**src/rtl/ara_runtime_monitor.sv**
```systemverilog
// Runtime/stall performance monitor for Ara with an APB read port.
// Counters snapshot into buffers when Ara drains after the last dispatched vector instruction.
module ara_runtime_monitor #(
    parameter int unsigned CntWidth  = 64,
    parameter int unsigned AddrWidth = 32
) (
    input  logic                 clk_i,
    input  logic                 rst_i,
    input  logic                 cnt_en_i,
    input  logic                 acc_req_valid_i,
    input  logic                 ara_idle_i,
    input  logic                 dcache_miss_i,
    input  logic                 icache_miss_i,
    input  logic                 sb_full_i,
    input  logic                 psel_i,
    input  logic                 penable_i,
    input  logic                 pwrite_i,
    input  logic [AddrWidth-1:0] paddr_i,
    input  logic [31:0]          pwdata_i,
    output logic [31:0]          prdata_o,
    output logic                 pready_o,
    output logic                 pslverr_o,
    output logic [CntWidth-1:0]  runtime_o,
    output logic                 snap_valid_o
);

    typedef enum logic [1:0] {
        ST_IDLE  = 2'd0,
        ST_RUN   = 2'd1,
        ST_DRAIN = 2'd2
    } state_t;

    localparam logic [CntWidth-1:0] CNT_MAX = '1;
    localparam logic [CntWidth-1:0] CNT_ONE = CntWidth'(1);

    state_t              r_state, w_state_nxt;
    logic                r_pending, r_ovf, r_snap_valid;
    logic [31:0]         r_snap_count, r_shadow;
    logic [CntWidth-1:0] r_runtime_cnt, r_dc_cnt, r_ic_cnt, r_sb_cnt;
    logic [CntWidth-1:0] r_buf_rt, r_buf_dc, r_buf_ic, r_buf_sb;
    logic [CntWidth-1:0] w_rt_nxt, w_dc_nxt, w_ic_nxt, w_sb_nxt;

    logic       w_active, w_rt_inc, w_dc_inc, w_ic_inc, w_sb_inc, w_sat;
    logic       w_snap, w_acc, w_err, w_rd, w_clear, w_is_lo;
    logic [5:0] w_addr;
    logic [31:0] w_rdata, w_hi_lat;
    logic       w_unused;

    assign w_unused = ^{paddr_i[AddrWidth-1:6], pwdata_i[31:1]};

    // APB decode
    assign w_addr    = paddr_i[5:0];
    assign w_acc     = psel_i & penable_i;
    assign w_err     = w_acc & ((w_addr[1:0] != 2'b00) | (w_addr > 6'h24) |
                                (pwrite_i & (w_addr != 6'h00)));
    assign w_rd      = w_acc & ~pwrite_i & ~w_err;
    assign w_clear   = w_acc & pwrite_i & ~w_err & pwdata_i[0];
    assign pready_o  = 1'b1;
    assign pslverr_o = w_err;

    // FSM
    always_ff @(posedge clk_i or posedge rst_i) begin
        if (rst_i) r_state <= ST_IDLE;
        else       r_state <= w_state_nxt;
    end

    always_comb begin
        w_state_nxt = r_state;
        case (r_state)
            ST_IDLE:  if (acc_req_valid_i & cnt_en_i) w_state_nxt = ST_RUN;
            ST_RUN:   if (!cnt_en_i) w_state_nxt = ara_idle_i ? ST_IDLE : ST_DRAIN;
            ST_DRAIN: begin
                if (cnt_en_i)        w_state_nxt = ST_RUN;
                else if (ara_idle_i) w_state_nxt = ST_IDLE;
            end
            default:  w_state_nxt = ST_IDLE;
        endcase
    end

    // Saturating counters
    assign w_active = (r_state == ST_RUN) | (r_state == ST_DRAIN);
    assign w_rt_inc = w_active;
    assign w_dc_inc = w_active & dcache_miss_i;
    assign w_ic_inc = w_active & icache_miss_i;
    assign w_sb_inc = w_active & sb_full_i;

    assign w_rt_nxt = (w_rt_inc && r_runtime_cnt != CNT_MAX) ? r_runtime_cnt + CNT_ONE : r_runtime_cnt;
    assign w_dc_nxt = (w_dc_inc && r_dc_cnt != CNT_MAX) ? r_dc_cnt + CNT_ONE : r_dc_cnt;
    assign w_ic_nxt = (w_ic_inc && r_ic_cnt != CNT_MAX) ? r_ic_cnt + CNT_ONE : r_ic_cnt;
    assign w_sb_nxt = (w_sb_inc && r_sb_cnt != CNT_MAX) ? r_sb_cnt + CNT_ONE : r_sb_cnt;
    assign w_sat    = (w_rt_inc & (r_runtime_cnt == CNT_MAX)) | (w_dc_inc & (r_dc_cnt == CNT_MAX)) |
                      (w_ic_inc & (r_ic_cnt == CNT_MAX)) | (w_sb_inc & (r_sb_cnt == CNT_MAX));

    assign w_snap = r_pending & ara_idle_i & ~acc_req_valid_i;

    always_ff @(posedge clk_i or posedge rst_i) begin
        if (rst_i) begin
            r_runtime_cnt <= '0;
            r_dc_cnt      <= '0;
            r_ic_cnt      <= '0;
            r_sb_cnt      <= '0;
            r_ovf         <= 1'b0;
        end else if (w_clear) begin
            r_runtime_cnt <= '0;
            r_dc_cnt      <= '0;
            r_ic_cnt      <= '0;
            r_sb_cnt      <= '0;
            r_ovf         <= 1'b0;
        end else begin
            r_runtime_cnt <= w_rt_nxt;
            r_dc_cnt      <= w_dc_nxt;
            r_ic_cnt      <= w_ic_nxt;
            r_sb_cnt      <= w_sb_nxt;
            if (w_sat) r_ovf <= 1'b1;
        end
    end

    // Buffers capture the count including the drain cycle itself
    always_ff @(posedge clk_i or posedge rst_i) begin
        if (rst_i) begin
            r_buf_rt     <= '0;
            r_buf_dc     <= '0;
            r_buf_ic     <= '0;
            r_buf_sb     <= '0;
            r_snap_count <= '0;
        end else if (w_clear) begin
            r_buf_rt     <= '0;
            r_buf_dc     <= '0;
            r_buf_ic     <= '0;
            r_buf_sb     <= '0;
            r_snap_count <= '0;
        end else if (w_snap) begin
            r_buf_rt     <= w_rt_nxt;
            r_buf_dc     <= w_dc_nxt;
            r_buf_ic     <= w_ic_nxt;
            r_buf_sb     <= w_sb_nxt;
            r_snap_count <= r_snap_count + 32'd1;
        end
    end

    always_ff @(posedge clk_i or posedge rst_i) begin
        if (rst_i) begin
            r_pending    <= 1'b0;
            r_snap_valid <= 1'b0;
        end else begin
            r_snap_valid <= w_snap & ~w_clear;
            if (w_snap)               r_pending <= 1'b0;
            else if (acc_req_valid_i) r_pending <= 1'b1;
        end
    end

    // Register read mux; lo reads also name the hi word to park in the shadow
    always_comb begin
        w_rdata  = '0;
        w_hi_lat = '0;
        w_is_lo  = 1'b0;
        case (w_addr)
            6'h00: w_rdata = {27'd0, r_ovf, r_state, r_pending, 1'b0};
            6'h04: w_rdata = r_snap_count;
            6'h08: begin w_rdata = r_buf_rt[31:0]; w_hi_lat = r_buf_rt[CntWidth-1:32]; w_is_lo = 1'b1; end
            6'h10: begin w_rdata = r_buf_dc[31:0]; w_hi_lat = r_buf_dc[CntWidth-1:32]; w_is_lo = 1'b1; end
            6'h18: begin w_rdata = r_buf_ic[31:0]; w_hi_lat = r_buf_ic[CntWidth-1:32]; w_is_lo = 1'b1; end
            6'h20: begin w_rdata = r_buf_sb[31:0]; w_hi_lat = r_buf_sb[CntWidth-1:32]; w_is_lo = 1'b1; end
            6'h0C, 6'h14, 6'h1C, 6'h24: w_rdata = r_shadow;
            default: w_rdata = '0;
        endcase
    end

    always_ff @(posedge clk_i or posedge rst_i) begin
        if (rst_i)                r_shadow <= '0;
        else if (w_rd & w_is_lo)  r_shadow <= w_hi_lat;
    end

    assign prdata_o     = w_rd ? w_rdata : 32'd0;
    assign runtime_o    = r_buf_rt;
    assign snap_valid_o = r_snap_valid;

endmodule

```
**config.mk**
```make
export PLATFORM = sky130hd
export DESIGN_NAME = ara_runtime_monitor
export DESIGN_NICKNAME = d
export VERILOG_FILES = /design/src/rtl/ara_runtime_monitor.sv
export SDC_FILE = /design/constraint.sdc
export NUM_CORES = 1
export LEC_CHECK = 0
export CORE_AREA = 2 2 310 312
export DETAILED_ROUTE_END_ITERATION = 8
export DIE_AREA = 0 0 312 314
export GPL_TIMING_DRIVEN = 1
export HOLD_SLACK_MARGIN = 0.12
export PLACE_DENSITY = 0.42
export SLEW_MARGIN = 15
export SYNTH_ARGS = -nofsm -noshare
export SYNTH_HDL_FRONTEND = slang
export SYNTH_SLANG_ARGS = --single-unit
```
**constraint.sdc**
```tcl
create_clock -name clk_i -period 42.7 [get_ports clk_i]
set_clock_uncertainty 0.1 [all_clocks]
set_input_delay 4.27 -clock clk_i [delete_from_list [all_inputs] [get_ports clk_i]]
set_output_delay 4.27 -clock clk_i [all_outputs]
set_load 0.02 [all_outputs]
```
==> summary.txt <==
Outcome
  • Status: finished, final reports clean

Finish
  • Final instance area: approximately 33000 µm²
  • Nets@finish: around 3100
  • Combined area of the multi-input logic cells: approximately 13000 µm²
  • Filler cell count in the final layout: approximately 9800
  • Register area: ~15000 µm²
  • Share of layout cells above drive strength 1: between 6 and 7%
  • Area grow syn2layout: 17.0%

Global routing
  • Grt met1 use: 30.8%
  • Vias in the first global route: 23000
  • Met3 GRT Util: 3.93%
  • Initial antenna violation count: 4
  • Largest net degree at the start of global routing: roughly 200
  • GRT overflow: 0
  • Busiest grt layer: met2
  • Tot GR Track Use: a little over a fifth
  • Met2 Usage GRT: around 33%
  • First-pass GRT wire length: 158 mm

Drt
  • Via count: roughly 24000
  • Avg WL per Cell: ~24 µm
  • Final ANT Viol Nets: 0
  • Number of vias per cell: ~5.4
  • Initial DRC Count: around 2000
  • Drt drc: 0
  • Final wirelength: 106 mm
  • First-pass DRT Iterations: 6

Worst setup path
  • WS Path Type: input port to primary output
  • CP delay by family, top: buffers and inverters
  • Largest stage delay on the critical path: around 0.7 ns
  • Worst EP required: roughly 38 ns
  • Slowest library cell on the worst path: clkdlybuf4s50_1
  • Buffer and inverter count on the worst path: 3
  • Critical path peak fanout: between 60 and 70
  • Critical path arrival: between 7 and 8 ns
  • Most used cell, CP: clkdlybuf4s50_1
  • Crit path launch type: input port
  • Critical path, cell by cell: clkdlybuf4s50_1 -> or4_1 -> nor2_4 -> buf_4 -> a221oi_1 -> a21oi_1 -> clkdlybuf4s50_1
  • CP endpoint kind: primary output

Synth
  • Post-synth top flop: dfrtp_1
  • Synth Area in Adders: less than 1%
  • Cell with the most instances after synthesis: dfrtp_1
  • Synth top area share: between 50% and 60%
  • Synthesized area: roughly 28000 µm²
  • EDFF count, synth: 0
  • Register bit total from synthesis: 581
  • Post-Syn Area per Cell: between 9 and 10 µm²
  • Post-Synthesis Cells: 3009
  • Yosys warning count: 0
  • Async SR Flop Fraction: between 90% and 100%
  • Mux contribution to synthesized area: 1.35%
  • Synth Area in Simple Gates: between 20% and 30%
  • Seq/Total Area, Yosys: between 50% and 60%
  • Compound-Gate Fraction of Synth Area: between 10 and 15%
  • Combinational family with the most area after synthesis: simple AND/OR/NAND/NOR gates
  • Syn_nets: ~3100
  • Area leader, netlist: dfrtp_1
  • Yosys cell types: between 60 and 70
  • Largest cells by area after synthesis: dfrtp_1 (52%), o21ai_0 (5.7%), xor2_1 (5.4%), nor2_1 (5.3%), a21oi_1 (5.2%)
  • Synth top cells by count: dfrtp_1 (581), nor2_1 (399), o21ai_0 (319)
  • Xor/xnor share of the synthesized area: approximately 8.5%

Die
  • Chip Height: around 310 µm
  • IO Pins: ~170
  • Initial Utilization: between 20% and 30%
  • Die W: approximately 310 µm
  • Core Area: approximately 94000 µm²
  • Die area: just under 100000 µm²
  • Rows: 113

Clock network
  • CTS buffer count: 71
  • Htree depth: 3
  • Root Buffer: clkbuf_16
  • Clk buf depth: 3
  • Post_cts resized: 0
  • TritonCTS clock tree: yes
  • Setup bufs post-CTS: 0
  • Worst-path clk slew: 0.06 ns
  • Later-pin clock latency in the skew report: ~0.64 ns
  • Post-cts hold buffer count: 0
  • Sink Count: 581

Place
  • DP Wirelength: approximately 75 mm
  • Placer Congestion: slightly below 0.9
  • Placed inst area: 30400 µm²
  • Pre-CTS setup slack: roughly 30 ns
  • Port Buffers: roughly 120

STA
  • Setup TNS: 0 ns
  • RSZ-0062 raised after global routing: false
  • Crit share post-route: around 29%
  • F_max: a little over 0.08 GHz
  • Slew Viols, Final: 0
  • Setup violators final: 0
  • Endpoints failing hold: 0
  • Worst hold margin: 0.381 ns
  • Headroom to the max-slew limit: around a fifth
  • Worst-margin pin slew: roughly 1.2 ns
  • Final Critical Period: between 10 and 15 ns
  • Final worst setup slack: roughly 30 ns

Power and ir drop
  • Sw frac: approximately 33%
  • Comb pwr share: around a fifth
  • Clock share of power: a little under two fifths
  • Psw: approximately 550 µW
  • Lkg Pwr: roughly 13 nW
  • Internal power: around 1.1 mW
  • Worst vdd ir: 23.9 µV
  • Reg power frac: around 43%
  • Power Density: slightly above 50 nW/µm²

Hold path
  • Hold Path Class: flip-flop to flip-flop

Flow run
  • Max_cap viols: 0
-- state kept, by name (all words and copies together), names as in the netlist, 64 cells and up --
register	flops
runtime_o	64
r_sb_cnt	64
r_runtime_cnt	64
r_buf_dc	64
r_ic_cnt	64
r_buf_sb	64
r_dc_cnt	64
r_buf_ic	64
-- cells by family after synthesis --
group	Yosys count
muxes	38
xor gates and xnor gates	273
DFF	581
and+or+nand+nor	1156
adders and majority gates	9
other	1
buffers and inverters	209
AOI/OAI and AO/OA	742
-- final cells by class --
type	instances	share of cell area, %
multi-input combinational	2219	39.0
tap	1265	4.81
clock inverter	21	0.803
sequential	581	44.2
inverter	17	0.217
antenna	2	0.0152
clock buffer	108	6.62
timing repair buffer	148	4.31
-- final timing paths --
check,from,end,slack (ns),depth (start not counted)
setup / recovery,paddr_i[2],prdata_o[0],30.47,7
hold / removal,r_shadow[5]$_DFFE_PP0P_,r_shadow[5]$_DFFE_PP0P_,0.38,2
setup reg to reg,r_state[0]$_DFFE_PP0P_,r_buf_sb[49]$_DFFE_PP0P_,38.58,9
hold reg to reg,r_shadow[5]$_DFFE_PP0P_,r_shadow[5]$_DFFE_PP0P_,0.38,2
max in group asynchronous,rst_i,r_buf_ic[59]$_DFFE_PP0P_,35.38,5
min in group asynchronous,rst_i,r_state[1]$_DFFE_PP0P_,4.12,2
-- layout by cell type (no fill, tap or decap), types with 64 or more instances in the layout --
cell type,Yosys,layout
clkbuf_16,0,73
xor2_1,174,174
nand4_1,119,119
nand2_1,213,213
a21oi_1,290,290
dfrtp_1,581,581
xnor2_1,99,99
a221oi_1,64,64
nor3_1,74,71
o21ai_0,319,318
clkdlybuf4s50_1,0,114
nand3_1,143,143
nor2_1,399,396
-- stage by stage --
step / power [mW] / util [%] / std cells
after global placement: 1.05 / 32.2 / 4230
after floorplan: 0.895 / - / 3009
after CTS: 1.70 / 34.8 / 4359
final: 1.68 / 34.8 / 4361
after detailed placement: 1.05 / 32.2 / 4230
after global routing: 1.76 / 34.8 / 4359
-- power groups by stage --
stage | logic, mW | clock network (mW) | registers, mW
4_1_cts | 0.325 | 0.649 | 0.723
6_report | 0.324 | 0.633 | 0.721
5_1_grt | 0.357 | 0.672 | 0.731
3_5_place_dp | 0.323 | 0 | 0.731
2_1_floorplan | 0.182 | 0 | 0.713
3_3_place_gp | 0.321 | 0 | 0.729
-- routing by layer --
metal	wire length (µm)	share of wire [%]
met5	0	0
met4	3010	2.8
met3	5980	5.6
met2	47600	45
met1	49800	47
-- tightest hold or removal path, delay by kind of cell, from the launching register on --
kind | cells | cell delay (ns)
AND/OR/NAND/NOR | 1 | 0.05
AO/OA/AOI/OAI | 1 | 0.06
flip-flops | 1 | 0.34
(Power assumes the default switching activity.)
